File: src/rtl/async_trigger_arbiter.sv
// Per-channel end-of-trigger capture, pending flags with drop counting, and a
// round-robin valid/ready serializer that reports the granted channel index.
module async_trigger_arbiter #(
  parameter int NUM_CH = 8,
  parameter int CH_W   = $clog2(NUM_CH),
  parameter int CNT_W  = 8
) (
  input  logic              clk,
  input  logic              reset_n,
  input  logic [NUM_CH-1:0] async_trig,
  input  logic [NUM_CH-1:0] ch_enable,
  output logic              trig_valid,
  output logic [CH_W-1:0]   trig_ch,
  input  logic              trig_ready,
  output logic [NUM_CH-1:0] pending,
  output logic [CNT_W-1:0]  drop_count
);

  typedef enum logic {IDLE, OFFER} state_t;

  localparam int SUM_W = CNT_W + 6;
  localparam logic [SUM_W-1:0]  CNT_MAX   = SUM_W'({CNT_W{1'b1}});
  localparam logic [CH_W:0]     NUM_CH_W  = (CH_W+1)'(NUM_CH);
  localparam logic [CH_W-1:0]   LAST_CH   = CH_W'(NUM_CH - 1);

  state_t             state_q, state_d;
  logic               valid_q, valid_d;
  logic [CH_W-1:0]    ch_q, ch_d;
  logic [CH_W-1:0]    rr_q, rr_d;
  logic [NUM_CH-1:0]  pending_q, pending_d;
  logic [CNT_W-1:0]   drop_q, drop_d;

  logic [NUM_CH-1:0]  sync_d_q, sync_s_q;
  logic [NUM_CH-1:0]  ev, hit, offered, drop_vec;
  logic               ack;

  assign ack = (state_q == OFFER) & trig_ready;

  genvar gi;
  generate
    for (gi = 0; gi < NUM_CH; gi++) begin : g_ch
      // s pulses for one cycle on the first low sample after a high sample.
      always_ff @(posedge clk or negedge reset_n) begin
        if (!reset_n) begin
          sync_d_q[gi] <= 1'b0;
          sync_s_q[gi] <= 1'b0;
        end else if (async_trig[gi]) begin
          sync_d_q[gi] <= 1'b1;
          sync_s_q[gi] <= 1'b0;
        end else begin
          sync_s_q[gi] <= sync_d_q[gi];
          sync_d_q[gi] <= 1'b0;
        end
      end

      assign ev[gi]       = sync_s_q[gi] & ch_enable[gi];
      assign offered[gi]  = (state_q == OFFER) & (ch_q == CH_W'(gi));
      assign hit[gi]      = ack & (ch_q == CH_W'(gi));
      assign drop_vec[gi] = ev[gi] & pending_q[gi] & ~hit[gi];

      // A live offer keeps its flag even when the channel is disabled.
      assign pending_d[gi] = (~ch_enable[gi] & ~offered[gi]) ? 1'b0 :
                             ev[gi]                          ? 1'b1 :
                             hit[gi]                         ? 1'b0 :
                                                               pending_q[gi];
    end
  endgenerate

  always_comb begin
    logic [SUM_W-1:0] total;
    total = SUM_W'(drop_q);
    for (int i = 0; i < NUM_CH; i++) begin
      total = total + SUM_W'(drop_vec[i]);
    end
    drop_d = (total > CNT_MAX) ? CNT_MAX[CNT_W-1:0] : total[CNT_W-1:0];
  end

  always_comb begin
    logic            found;
    logic [CH_W-1:0] pick;
    logic [CH_W:0]   idx;
    found = 1'b0;
    pick  = '0;
    for (int k = 0; k < NUM_CH; k++) begin
      idx = {1'b0, rr_q} + (CH_W+1)'(k);
      if (idx >= NUM_CH_W) idx = idx - NUM_CH_W;
      if (!found && pending_q[idx[CH_W-1:0]]) begin
        found = 1'b1;
        pick  = idx[CH_W-1:0];
      end
    end

    state_d = state_q;
    valid_d = valid_q;
    ch_d    = ch_q;
    rr_d    = rr_q;
    case (state_q)
      IDLE: begin
        if (found) begin
          ch_d    = pick;
          valid_d = 1'b1;
          state_d = OFFER;
        end
      end
      OFFER: begin
        if (trig_ready) begin
          valid_d = 1'b0;
          rr_d    = (ch_q == LAST_CH) ? '0 : ch_q + 1'b1;
          state_d = IDLE;
        end
      end
      default: state_d = IDLE;
    endcase
  end

  always_ff @(posedge clk or negedge reset_n) begin
    if (!reset_n) begin
      state_q   <= IDLE;
      valid_q   <= 1'b0;
      ch_q      <= '0;
      rr_q      <= '0;
      pending_q <= '0;
      drop_q    <= '0;
    end else begin
      state_q   <= state_d;
      valid_q   <= valid_d;
      ch_q      <= ch_d;
      rr_q      <= rr_d;
      pending_q <= pending_d;
      drop_q    <= drop_d;
    end
  end

  assign trig_valid = valid_q;
  assign trig_ch    = ch_q;
  assign pending    = pending_q;
  assign drop_count = drop_q;

endmodule

File: config.mk
export PLATFORM = sky130hd
export DESIGN_NAME = async_trigger_arbiter
export DESIGN_NICKNAME = d
export VERILOG_FILES = /design/src/rtl/async_trigger_arbiter.sv
export SDC_FILE = /design/constraint.sdc
export NUM_CORES = 1
export LEC_CHECK = 0
export ABC_AREA = 1
export BUFFER_PORTS_ARGS = -buffer_cell sky130_fd_sc_hd__buf_2
export CORE_MARGIN = 2
export CORE_UTILIZATION = 26
export DETAILED_ROUTE_END_ITERATION = 10
export PLACE_DENSITY = 0.54
export SYNTH_ARGS = -nofsm -noshare
export SYNTH_HDL_FRONTEND = slang
export SYNTH_SLANG_ARGS = --single-unit
File: constraint.sdc
create_clock -name clk -period 4.65 [get_ports clk]
set_input_delay 0.2325 -clock clk [delete_from_list [all_inputs] [get_ports clk]]
set_output_delay 0.2325 -clock clk [all_outputs]
set_load 0.02 [all_outputs]
Yosys cells after proc, flatten, opt, wreduce, memory -nomap -nowiden
Cells that the tools add are included.
- register bits after elaboration: 40
- muxes and demuxes: 88
- bitwise logic cells: 74
- order comparisons: 17
- equal/unequal tests: 9
- reduce and logical (&&, ||, !) cells: 26
- $add $sub $neg: 24
- operators by type and width (cell ; count):
    1-bit 2-to-1 mux ; 60
    3-bit 2-to-1 mux ; 17
    1-bit AND ; 49
    3-bit by 4-bit less-than comparator with 1-bit output, second input constant ; 8
    14-bit by 1-bit adder with 14-bit output ; 2
    4-bit greater-or-equal comparator, second input constant ; 7
    1-bit inverter ; 25
    1-bit binary-select mux with 3-bit select ; 8
    3-bit nonzero test ; 8
    3-bit by 1-bit subtractor with 3-bit output, second input constant ; 8
    3-bit by 3-bit adder with 4-bit output, second input constant ; 4
    13-bit by 1-bit adder with 14-bit output ; 1
    14-bit by 8-bit > comparator with 1-bit output, second input constant ; 1
    12-bit by 1-bit adder with 13-bit output ; 1
    11-bit by 1-bit adder with 12-bit output ; 1
    3-bit == test, second input constant ; 4
    10-bit by 1-bit adder with 11-bit output ; 1
    9-bit by 1-bit adder with 10-bit output ; 1
    8-bit by 1-bit adder with 9-bit output ; 1
    3-bit by 2-bit adder with 4-bit output, second input constant ; 2
    8-bit 2-to-1 mux ; 1
    1-bit logical AND ; 7
    1-bit logical NOT ; 7
    3-bit by 2-bit == test with 1-bit output, second input constant ; 2
    other kinds (8) ; 12

Longest topological paths before layout
- depth after elaboration: 28
- mapped depth: 22
- gate-level depth less buffers: 22

Worst setup path after synthesis
Ideal clock, no wire load.
- path kind: register to register
- start point: register ch_q[0] (netlist: trig_ch[0])
- end point: register drop_q[6] (netlist: drop_count[6])
- library setup time: 0.124 ns
- path buffers: 0
- period minus slack after synthesis: 4.164 ns
- setup slack: 0.486 ns
- cell stages (with the launch flop): 22
- data arrival time: 4.039 ns
- path through: dfrtp_1 inv_1 ha_1 inv_1 nor3_1 nand2_1 nand2_1 nor2_1 fa_1 inv_1 fa_1 inv_1 fa_1 fa_1 inv_1 fa_1 nor2_1 o21ai_0 nand2_1 nand2_1 o32ai_1 inv_1
- longest elaborated chain between the ends: 14
- elaborated cells between the ends (all ways): 42
- those cells by class: add/sub: 8; order compare: 1; eq/ne: 7; mux: 1; bitwise: 24; reduce/logical: 1
- ends and longest elaborated chain (item ; RTL line ; text):
    start, declared ; 28 ; logic [CH_W-1:0] ch_q, ch_d;
    start signal, assigned ; 127 ; ch_q <= ch_d;
    3-bit logical NOT ; 58 ; assign hit[gi] = ack & (ch_q == CH_W'(gi));
    1-bit AND ; 58 ;
    1-bit inverter ; 59 ; assign drop_vec[gi] = ev[gi] & pending_q[gi] & ~hit[gi];
    1-bit AND ; 59 ;
    8-bit by 1-bit adder with 9-bit output ; 73 ; total = total + SUM_W'(drop_vec[i]);
    9-bit by 1-bit adder with 10-bit output ; 73 ;
    10-bit by 1-bit adder with 11-bit output ; 73 ;
    11-bit by 1-bit adder with 12-bit output ; 73 ;
    12-bit by 1-bit adder with 13-bit output ; 73 ;
    13-bit by 1-bit adder with 14-bit output ; 73 ;
    14-bit by 1-bit adder with 14-bit output ; 73 ;
    14-bit by 1-bit adder with 14-bit output (*) ; 73 ;
    14-bit by 8-bit > comparator with 1-bit output ; 75 ; drop_d = (total > CNT_MAX) ? CNT_MAX[CNT_W-1:0] : total[CNT_W-1:0];
    8-bit 2-to-1 mux (*) ; 75 ;
    via drop_d[6] ; 31 ; logic [CNT_W-1:0] drop_q, drop_d;
    end signal, assigned ; 130 ; drop_q <= drop_d;
    end, declared ; 31 ;
Mark *: on every way through the listed nets, which the timed path passes. The rest lies on a longest branch.
A chain may end at the register's enable or synchronous reset.

Worst setup path in the final report
- start point: register ch_q[0] (netlist: trig_ch[0])
- end point: register drop_q[2] (netlist: drop_count[2])
Same word-level chain as after synthesis.

==> metrics <==
status=finished clean; Cell Area, Synth=2614 um^2; Syn Area/Cell=8.143 um^2; GRT Util Overall=12.11%; Inst Count DP=491; clock latency at the later pin of the worst-skew pair=0.29 ns; Crit path required time=4.82 ns; area post-placement=2952 um^2; buffers and inverters on the worst path=6; crit path from=trig_ch[0]; period utilization=93.59%; via count=2174; maximum number of pins on one net before global-route repair=41; number of flops mapped to enable cells by yosys=0; fin util=31.20%; Hold Vio Cnt, Final=0; Max-Slew Margin vs Limit=39.87%; DRT Pass-1 Iters=5; number of antenna diodes=0; Non-Filler Instances=498; P per Cell Area=660.5 nW/um^2; critical path's largest stage delay=0.52 ns; mean routed wirelength per cell=12.48 um; multiplexer share of the synthesized area=0%; DIE WIDTH=104.3 um; max capacitance violation total=0; Arr. time, crit path=4.52 ns; Slew Viols, Final=0; Clock Sinks=40; min Tclk post-route=4.352 ns; Post-synth top flop=dfrtp_1; TNS Setup=0 ns; synthesis-stage register bit count=40; num ports=39; worst slack, placed=0.2049 ns; Worst VDD drop=0.0002135 V; Leak Pwr=1.564 nW; Bufs on Longest Clock Path=2; Synth async-reset ratio=100.0%; drt via density=4.365; post-route cell area=3049 um^2; setup bufs post-CTS=0; XOR/XNOR share of the synthesized area=2.346%; f_max=0.2298 GHz; warnings from Yosys=0; synth unique cells=34; Detailed Route WL=6.216 mm; starting density of the core=26.74%; total grt overflow=0; fillcell total=1077; Layout Skew=0.009406 ns; initial antenna violation count=0; Clk pin slew, worst setup/hold paths=0.08 ns; Slowest cell on crit path=fa_1; area share of and/or/nand/nor cells after synthesis=32.36%; most frequent cells in the layout=nand2_1, nor2_1, inv_1, dfrtp_1, buf_2; Mapped Cells=321; main combinational cell family by area after synthesis=simple AND/OR/NAND/NOR gates; DIE AREA=10870 um^2; CP delay by family, top=adder cells; top fanout value on the critical path=6; most common cell after layout, fill and taps aside=nand2_1; core area=9774 um^2; Crit. End Element=flip-flop; first-pass GRT wire length=10.65 mm; # setup viols final=0; slack of the critical path=0.2980 ns; Adder-Cell Fraction of Synth Area=10.53%; Port Buf Inserts=38; detailed router's first-iteration violation count=120; type of origin of the critical path=flip-flop; TritonCTS clock tree=done; clock root cell=clkbuf_8; synthesized net count=359; CP Class=reg -> reg; GPL Wtd Cong=0.7787; Critical Path, Cell by Cell=inv_1 > ha_1 > inv_1 > nor3_2 > nand2_1 > nand2_1 > nor2_1 > fa_1 > inv_1 > fa_1 > inv_1 > fa_1 > fa_1 > inv_1 > fa_1 > nor2_1 > o21ai_0 > nand2_1 > nand2_1 > inv_1 > nand2_2 > o21ai_0; hold path startpoint=async_trig[7]; htree depth=2; Seq/Total Area, Yosys=38.30%; Hold Path Class=in -> reg; worst-margin pin slew=0.9020 ns; Final ANT Viol Nets=0; most frequent CP cell=inv_1; vias in the first global route=2217; Final nets=403; DIE HEIGHT=104.3 um; Crit Reg-Reg Startpoint=trig_ch[0]; Rows=36; drt drc=0; share of layout cells above drive strength 1=21.92%; Compound-Gate Fraction of Synth Area=8.377%; hpwl dp=4.902 mm; total CTS buffers=5; area grow syn2layout=16.66%
[cells in the mapped netlist, types with 2 or more instances]
| cell | instances | share of area (%) |
|---|---|---|
| inv_2 | 3 | 0.43 |
| nand3_1 | 21 | 4.0 |
| nand2_1 | 78 | 11 |
| nand3_2 | 9 | 3.4 |
| nand4_1 | 3 | 0.72 |
| dfrtp_1 | 40 | 38 |
| o31ai_1 | 3 | 0.86 |
| inv_1 | 42 | 6.0 |
| buf_6 | 3 | 1.3 |
| ha_1 | 14 | 6.7 |
| fa_1 | 5 | 3.8 |
| nand2_2 | 5 | 1.2 |
| a2bb2oi_1 | 6 | 2.0 |
| a21oi_1 | 9 | 1.7 |
| nand2_4 | 3 | 1.3 |
| o21ai_0 | 14 | 2.7 |
| nand3b_1 | 2 | 0.57 |
| nor2_1 | 43 | 6.2 |
| nor3_1 | 3 | 0.57 |
[path summary, 6_finish.rpt]
| kind | end | slack [ns] | cells past startpoint |
|---|---|---|---|
| worst max register to register | drop_count[2] | 0.30 | 22 |
| worst min register to register | sync_s_q[0] | 0.46 | 2 |
| worst max-delay path | drop_count[2] | 0.30 | 22 |
| min in group asynchronous | drop_count[6] | 0.07 | 1 |
| max in group asynchronous | trig_ch[0] | 3.95 | 1 |
| worst min-delay path | sync_d_q[7] | 0.06 | 1 |
[metal layers]
| metal | GRT usage (%) | wire length (um) | up-vias |
|---|---|---|---|
| li1 | - | - | 1115 |
| met1 | 16.34 | 2986 | 1012 |
| met2 | 20.07 | 2969 | 37 |
| met3 | 1.253 | 117 | 10 |
| met4 | 4.344 | 143 | 0 |
| met5 | 0 | 0 | - |
[final cells by class]
class / count / area (um^2) / area share (%)
Clock inverter: 2 / 12.51 / 0.4103
Tap cell: 133 / 166.4 / 5.458
Clock buffer: 5 / 68.82 / 2.257
Timing Repair Buffer: 40 / 205.2 / 6.730
Sequential cell: 40 / 1002 / 32.87
Inverter: 47 / 177.7 / 5.827
Multi-Input combinational cell: 231 / 1416 / 46.45
[metrics by stage]
stage	hold WS, ns	power [W]
after global routing	0.05119	0.002245
after floorplan	-0.06309	0.001515
after detailed placement	0.3608	0.001797
after CTS	0.05120	0.002033
after global placement	0.3586	0.001789
final	0.05799	0.002014
[report_power, final]
part | switching, W | internal (W)
Sequential | 0.000114 | 0.000418
Clock | 0.000118 | 0.000102
Combinational | 0.000823 | 0.000440
[cell families (layout without fill, tap and decap cells)]
kind of cell	count (synthesis)	count (layout)
xor+xnor	4	4
buf+inv	50	94
simple gates	173	173
compound gates	35	35
flops	40	40
fa+ha+maj	19	19
[worst register-to-register path, stage by stage (launching register included)]
cell and delay, ns:
dfrtp_2 0.44, inv_1 0.09, ha_1 0.14, inv_1 0.07, nor3_2 0.23, nand2_1 0.07
nand2_1 0.08, nor2_1 0.05, fa_1 0.47, inv_1 0.05, fa_1 0.52, inv_1 0.05
fa_1 0.50, fa_1 0.45, inv_1 0.09, fa_1 0.19, nor2_1 0.06, o21ai_0 0.15
nand2_1 0.11, nand2_1 0.13, inv_1 0.08, nand2_2 0.10, o21ai_0 0.10
[state kept, by name, indices dropped and copies added, names as in the netlist]
signal,count
rr_q,3
sync_s_q,8
pending,8
sync_d_q,8
drop_count,8
trig_valid,1
state_q,1
trig_ch,3
[repair_timing]
| action | CTS | global route |
|---|---|---|
| endpoints found under the setup margin | 0 | 6 |
| hold buffers | 0 | 0 |
| gates resized for setup | 0 | 5 |
Power figures use the tool's default switching activity.
